**config.mk**
```make
export PLATFORM = sky130hd
export DESIGN_NAME = seq_divider
export DESIGN_NICKNAME = d
export VERILOG_FILES = /design/src/rtl/seq_divider.sv
export SDC_FILE = /design/constraint.sdc
export NUM_CORES = 1
export LEC_CHECK = 0
export BUFFER_PORTS_ARGS = -buffer_cell sky130_fd_sc_hd__buf_2
export CAP_MARGIN = 40
export CORE_UTILIZATION = 51
export DETAILED_ROUTE_END_ITERATION = 12
export PLACE_DENSITY_LB_ADDON = 0.25
export SETUP_SLACK_MARGIN = 0.1
export SLEW_MARGIN = 20
export SYNTH_ARGS = -nofsm -noshare
export SYNTH_HDL_FRONTEND = slang
export SYNTH_SLANG_ARGS = --single-unit
```
**constraint.sdc**
```tcl
create_clock -name clk_i -period 1.9 [get_ports clk_i]
set_clock_uncertainty 0.1 [all_clocks]
set_input_delay 0.095 -clock clk_i [delete_from_list [all_inputs] [get_ports clk_i]]
set_output_delay 0.095 -clock clk_i [all_outputs]
set_load 0.005 [all_outputs]
```
**src/rtl/seq_divider.sv**
```systemverilog
// seq_divider
//   Sequential restoring unsigned divider. One quotient bit is resolved per
//   clock in CALC; an up-counter sequences the DATA_SIZE iterations. The
//   host handshake is start (sampled in IDLE only) -> busy -> done pulse.
//
//   state  | meaning
//   -------+-----------------------------------------------------------
//   IDLE   | waiting for start; results and div_by_zero held
//   CALC   | one shift/trial-subtract per cycle, DATA_SIZE cycles
//   FINISH | publish quotient/remainder, pulse done, return to IDLE
//
// Ports
//   clk_i        clock, all logic on posedge
//   rst_i        synchronous active-high reset, priority over start
//   start        request a division (ignored unless IDLE)
//   dividend     unsigned dividend, captured with accepted start
//   divisor      unsigned divisor, captured with accepted start
//   quotient     registered quotient (all ones on divide by zero)
//   remainder    registered remainder (dividend on divide by zero)
//   busy         high while the iterations run
//   done         one-cycle pulse when results update
//   div_by_zero  set with done for a zero divisor, held with the results
module seq_divider #(
  parameter int DATA_SIZE = 8
) (
  input  logic                 clk_i,
  input  logic                 rst_i,
  input  logic                 start,
  input  logic [DATA_SIZE-1:0] dividend,
  input  logic [DATA_SIZE-1:0] divisor,
  output logic [DATA_SIZE-1:0] quotient,
  output logic [DATA_SIZE-1:0] remainder,
  output logic                 busy,
  output logic                 done,
  output logic                 div_by_zero
);

  localparam int CW = (DATA_SIZE > 2) ? $clog2(DATA_SIZE) : 1;
  localparam logic [CW-1:0] LAST = CW'(DATA_SIZE - 1);

  typedef enum logic [1:0] {
    IDLE   = 2'd0,
    CALC   = 2'd1,
    FINISH = 2'd2
  } state_t;

  state_t               state_q, state_d;
  logic [DATA_SIZE:0]   a_q, a_d;
  logic [DATA_SIZE-1:0] q_q, q_d;
  logic [DATA_SIZE-1:0] m_q, m_d;
  logic [CW-1:0]        count_q, count_d;
  logic [DATA_SIZE-1:0] quotient_q, quotient_d;
  logic [DATA_SIZE-1:0] remainder_q, remainder_d;
  logic                 busy_q, busy_d;
  logic                 done_q, done_d;
  logic                 dbz_q, dbz_d;

  logic [2*DATA_SIZE:0] aq_sh;
  logic [DATA_SIZE:0]   a_sh;
  logic [DATA_SIZE+1:0] trial;

  // Shift {A,Q} left; the extra sign bit of trial tells whether A_shifted < M.
  assign aq_sh = {a_q, q_q} << 1;
  assign a_sh  = aq_sh[2*DATA_SIZE:DATA_SIZE];
  assign trial = {1'b0, a_sh} - {2'b00, m_q};

  always_ff @(posedge clk_i) begin
    if (rst_i) begin
      state_q     <= IDLE;
      a_q         <= '0;
      q_q         <= '0;
      m_q         <= '0;
      count_q     <= '0;
      quotient_q  <= '0;
      remainder_q <= '0;
      busy_q      <= 1'b0;
      done_q      <= 1'b0;
      dbz_q       <= 1'b0;
    end else begin
      state_q     <= state_d;
      a_q         <= a_d;
      q_q         <= q_d;
      m_q         <= m_d;
      count_q     <= count_d;
      quotient_q  <= quotient_d;
      remainder_q <= remainder_d;
      busy_q      <= busy_d;
      done_q      <= done_d;
      dbz_q       <= dbz_d;
    end
  end

  always_comb begin
    state_d     = state_q;
    a_d         = a_q;
    q_d         = q_q;
    m_d         = m_q;
    count_d     = count_q;
    quotient_d  = quotient_q;
    remainder_d = remainder_q;
    busy_d      = busy_q;
    done_d      = 1'b0;
    dbz_d       = dbz_q;

    unique case (state_q)
      IDLE: begin
        if (start) begin
          m_d     = divisor;
          count_d = '0;
          if (divisor != '0) begin
            a_d     = '0;
            q_d     = dividend;
            busy_d  = 1'b1;
            dbz_d   = 1'b0;
            state_d = CALC;
          end else begin
            // Preload the divide-by-zero result so FINISH publishes it unchanged.
            a_d     = {1'b0, dividend};
            q_d     = '1;
            state_d = FINISH;
          end
        end
      end
      CALC: begin
        if (!trial[DATA_SIZE+1]) begin
          a_d = trial[DATA_SIZE:0];
          q_d = {aq_sh[DATA_SIZE-1:1], 1'b1};
        end else begin
          a_d = a_sh;
          q_d = aq_sh[DATA_SIZE-1:0];
        end
        count_d = count_q + CW'(1);
        if (count_q == LAST) begin
          count_d = '0;
          busy_d  = 1'b0;
          state_d = FINISH;
        end
      end
      FINISH: begin
        quotient_d  = q_q;
        remainder_d = a_q[DATA_SIZE-1:0];
        dbz_d       = (m_q == '0);
        done_d      = 1'b1;
        busy_d      = 1'b0;
        state_d     = IDLE;
      end
      default: state_d = IDLE;
    endcase
  end

  assign quotient    = quotient_q;
  assign remainder   = remainder_q;
  assign busy        = busy_q;
  assign done        = done_q;
  assign div_by_zero = dbz_q;

endmodule

```
# Yosys cells after proc, flatten, opt, wreduce, memory -nomap -nowiden
# Index checks and enable logic that the tools add are counted.
[classes]
addsub = 2
div_mod_pow = 0
mux = 23
n_bitwise = 0
multipliers = 0
n_lt_le_gt_ge = 0
n_eq_ne = 6
shift = 0
n_reduce_logical = 11
[op_table]
columns = ["operator", "count"]
rows = [
  ["2-to-1 mux 8 bit", 5],
  ["one-hot mux 8 bit (2 select lines)", 2],
  ["subtractor 9 x 8 -> 10 bit", 1],
  ["zero test 8 bit", 1],
  ["nonzero test 8 bit", 1],
  ["2-to-1 mux 1 bit", 7],
  ["2-to-1 mux 2 bit", 3],
  ["2-to-1 mux 3 bit", 2],
  ["!= test 2 bit (second input constant)", 3],
  ["one-hot mux 3 bit (2 select lines)", 1],
  ["AND reduction 2 bit", 3],
  ["one-hot mux 2 bit (2 select lines)", 1],
  ["AND reduction 4 bit", 1],
  ["nonzero test 2 bit", 2],
  ["adder 3 x 1 -> 3 bit (second input constant)", 1],
  ["equality test 3 bit (second input constant)", 1],
  ["one-hot mux 1 bit (3 select lines)", 1],
  ["AND reduction 3 bit", 1],
  ["nonzero test 3 bit", 1],
  ["equality test 2 x 1 -> 1 bit (second input constant)", 1],
  ["equality test 2 bit (second input constant)", 1],
  ["zero test 2 bit", 1],
  ["one-hot mux 1 bit (2 select lines)", 1],
]
[word_totals]
out_inout_bits = 19
mem_count = 0
word_cells = 52
register_bits = 48
inputBits = 19
mem_bits_rw = 0
romBits = 0
latch_bits = 0

# Logic depth before layout (Yosys ltp)
[depth]
depth_word = 4
mapped_depth = 9
ltp_nobuf = 9

# Least setup slack after synthesis
# No wires, ideal clock.
[synth_path]
kind = "reg2reg"
start = "reg q_q[7]"
end = "reg a_q[4]"
synth_period_minus_slack_ns = 2.034
t_arrival_ns = 1.860
slack_ns = -0.134
path_buffers = 0
path_stages_with_launch = 9
setup_time_ns = 0.074
required_time_ns = 1.726
path_cell_list = "dfxtp_1 inv_1 ha_1 inv_1 fa_1 a211oi_1 nor2_1 or4_1 a31oi_1"
[synth_between]
elab_chain_len = 3
[synth_lines]
columns = ["element", "line", "rtl"]
rows = [
  ["start, declared", "49", "logic [DATA_SIZE-1:0] q_q, q_d;"],
  ["start signal, assigned", "82", "q_q <= q_d;"],
  ["subtractor 9 x 8 -> 10 bit", "65", "assign trial = {1'b0, a_sh} - {2'b00, m_q};"],
  ["2-to-1 mux 8 bit", "125", "if (!trial[DATA_SIZE+1]) begin"],
  ["one-hot mux 8 bit (2 select lines)", "105", "unique case (state_q)"],
  ["end signal, assigned", "70", "a_q <= '0;"],
  ["end signal, assigned", "81", "a_q <= a_d;"],
  ["end, declared", "48", "logic [DATA_SIZE:0] a_q, a_d;"],
]
# No other way between the ends.
# A chain may end at the register's enable or synchronous reset.

# Worst setup path in the final report
# Ends and elaborated chain as after synthesis.

==> impl_metrics.toml <==
[sta]
min_period_ps = 2030
fin_crit_sh = 1.07
setup_violations = 6
fin_ws_ps = -127
setup-tns-final_ps = -459
slew_viol_final = 0
rsz0062_at_grt = "true"
tightest_slew_ps = 397
maxSlewHeadroom = 0.733
fmax_mhz = 493
hold_violations = 0

[critical_path]
path_max_fanout = 3
crit_path_start_kind = "register"
crit_chain = "inv_2 -> ha_4 -> inv_2 -> fa_2 -> a211oi_2 -> nor2_2 -> or4_1 -> a31oi_1"
r2r_slack_ps = -130
cp.required_ps = 2020
crit_arrival_ps = 2150
path_common_cell = "inv_2"
path_class = "reg2reg"
slowest_delay_ps = 470
cp-end-kind = "register"
slowest_stage = "or4_1"

[drt]
wire_per_inst_um = 15.2
first_iter_violations = 242
drc = 0
dr_total_vias = 2475
wirelength_um = 6590
ant_nets = 0
dr.pass1.iters = 5
vias_per_cell = 5.70

[floorplan]
die_w_um = 71.9
initial_core_util = 0.527
pin_count = 38
die_y_um = 71.9
core_region_area_um2 = 4720
die_area_um2 = 5160
fp-row-count = 25

[power_and_ir_drop]
pwr_density_cell_nw_per_um2 = 936
switchingPower_mw = 1.16
power_frac_comb = 0.441
vdd_ir_drop_max_mv = 0.580
p_int_mw = 2.04
finalPower_mw = 3.20
clockPowerShare = 0.192
netSwitchingFraction = 0.363
leakage_nw = 1.40
p_seq_frac = 0.367

[hold_path]
hp-class = "in2reg"

[status]
violations = "setup timing"
outcome = "complete, but fails checks"

[cells_and_area]
seq_area_um2 = 972
multi_input_area_um2 = 1610
diodes = 0
syn2layout_area_growth_pct = 37.3
nNetsFinal = 400
stdcell_count = 434
drive_gt1_frac = 0.379
fill_cells = 366

[synth]
synth_common_cells = "dfxtp_1 (48), nand2_1 (31), a21oi_1 (30)"
ys_top_cells_by_area = "dfxtp_1 (39%), ha_1 (7.0%), mux2i_1 (6.8%)"
synth.distinct_cells = 52
yosysWarnings = 0
synth_area_leader_cell = "dfxtp_1"
postSynth.asyncResetShare = 0
seq_area_frac_synth = 0.386
syn-cell-area_um2 = 2490
synthFlopType = "dfxtp_1"
syn-instance-count = 287
syn-num-nets = 321
ys_seq_elements = 48
synth_edf_count = 0
avgSynthCellArea_um2 = 8.67
synth_most_common_cell = "dfxtp_1"
synth_top_area_share = 0.386

[placed_design]
port_buffers = 37
place_hpwl_um = 4790
gp_congestion = 0.834
placed_cells = 417

[global_routing]
antenna_found_initial = 0
grt_pass1_wl_um = 10900
grt_max_degree = 19
gr-total-overflow = 0
grt_use_total = 0.271
grt_pass1_vias = 2370

[cts]
clk_path_buf_depth = 2
clk_pin_slew_ps = 90
cts_tree = "built"
numCtsBuffers = 5
ctsHtreeMaxLevel = 2
cts.sink_count = 48
cts_root_buf = "clkbuf_8"
clk_latency_ps = 300

[job]
drv_cap = 0
-- power groups by stage --
stage | sequential, mW | combinational, mW | clock (mW)
finish | 1.17 | 1.41 | 0.615
detailed placement | 1.19 | 1.22 | 0
global route | 1.18 | 1.52 | 0.661
floorplan | 1.19 | 0.804 | 0
CTS | 1.17 | 1.29 | 0.618
global placement | 1.19 | 1.19 | 0
-- layout by cell type, fill, tap and decap left out, types with 2 or more instances in the layout --
master / synthesis / final
o21ai_2: 0 / 2
a211oi_2: 1 / 3
clkinv_2: 0 / 2
nand3b_1: 2 / 2
a21o_4: 0 / 2
o21bai_1: 3 / 3
or4_1: 2 / 2
dfxtp_1: 48 / 39
nor4_1: 2 / 2
inv_1: 13 / 9
a311oi_2: 1 / 2
a211oi_1: 5 / 3
buf_12: 0 / 2
nor2_1: 28 / 27
clkbuf_8: 0 / 5
o221ai_1: 8 / 8
a21o_1: 4 / 3
a31oi_1: 6 / 4
a21oi_1: 30 / 30
and2b_2: 2 / 2
buf_4: 0 / 41
dlygate4sd3_1: 0 / 8
dfxtp_2: 0 / 9
nand2b_1: 2 / 2
ha_4: 0 / 8
nand3_1: 14 / 14
xor2_1: 2 / 2
nand2_1: 31 / 31
inv_2: 0 / 4
buf_2: 5 / 37
ha_1: 14 / 5
mux2i_1: 17 / 17
a32oi_1: 2 / 2
o21ai_0: 6 / 4
nor2b_1: 2 / 2
-- worst paths after layout --
kind               startpoint          to  depth (start not counted)
setup / recovery       q_q[7]      a_q[4]                          8
hold / removal    dividend[6]      a_q[6]                          3
setup reg to reg       q_q[7]      a_q[4]                          8
hold reg to reg    count_q[1]  count_q[1]                          2
-- flip-flops by register name (all words and copies together) (netlist names) --
| name | flops |
|---|---|
| remainder | 8 |
| state_q | 2 |
| div_by_zero | 1 |
| q_q | 8 |
| busy | 1 |
| a_q | 8 |
| done | 1 |
| m_q | 8 |
| quotient | 8 |
| count_q | 3 |
-- worst max-delay path: cells and delay by family (launching register included) --
family | cells | cell delay, ps
AO/OA/AOI/OAI | 2 | 360
buffers and inverters | 2 | 90
AND/OR/NAND/NOR | 2 | 560
flip-flops | 1 | 340
adder cells (fa/ha/maj) | 2 | 490
-- per-stage QoR --
step                setup slack (ps)  utilization  instance area, um2  hold WS (ps)
detailed placement              -131        0.661                3120           250
CTS                             -122        0.708                3340          33.5
finish                          -127        0.723                3420          39.7
global placement               -89.4        0.661                3120           249
floorplan                      -17.1            -                2600          78.3
global route                    -220        0.723                3420          63.2
-- metal layers --
layer  routed length [um]  track usage  up-vias  part of all wire
met5                    0            0        -                 0
met4                  168        0.100        0             0.025
met3                  382       0.0436       24             0.058
met2                 3170        0.483      111              0.48
met1                 2870        0.328     1150              0.44
li1                     -            -     1190                 -
-- kinds of logic after synthesis --
logic type                 synth area share
xor gates and xnor gates            0.00704
muxes                                0.0684
DFF                                   0.386
and+or+nand+nor                       0.203
buffers and inverters                0.0493
AOI/OAI and AO/OA                     0.208
adders and majority gates            0.0784
-- area by class of cell --
class / instances / share of cell area
sequential: 48 / 0.285
timing repair buffer: 88 / 0.179
clock buffer: 5 / 0.0201
clock inverter: 3 / 0.00549
tap: 67 / 0.0245
inverter: 13 / 0.0143
multi-input combinational: 210 / 0.471
-- repair_timing --
action                                  4_1_cts  5_1_grt
hold buffers                                  8        0
hold endpoints to repair                      8        0
gates resized for setup                      12       10
buffers inserted                              0        1
pin swaps                                     5        2
endpoints found under the setup margin       16       18
No activity file was read; power rests on OpenSTA's default activity.
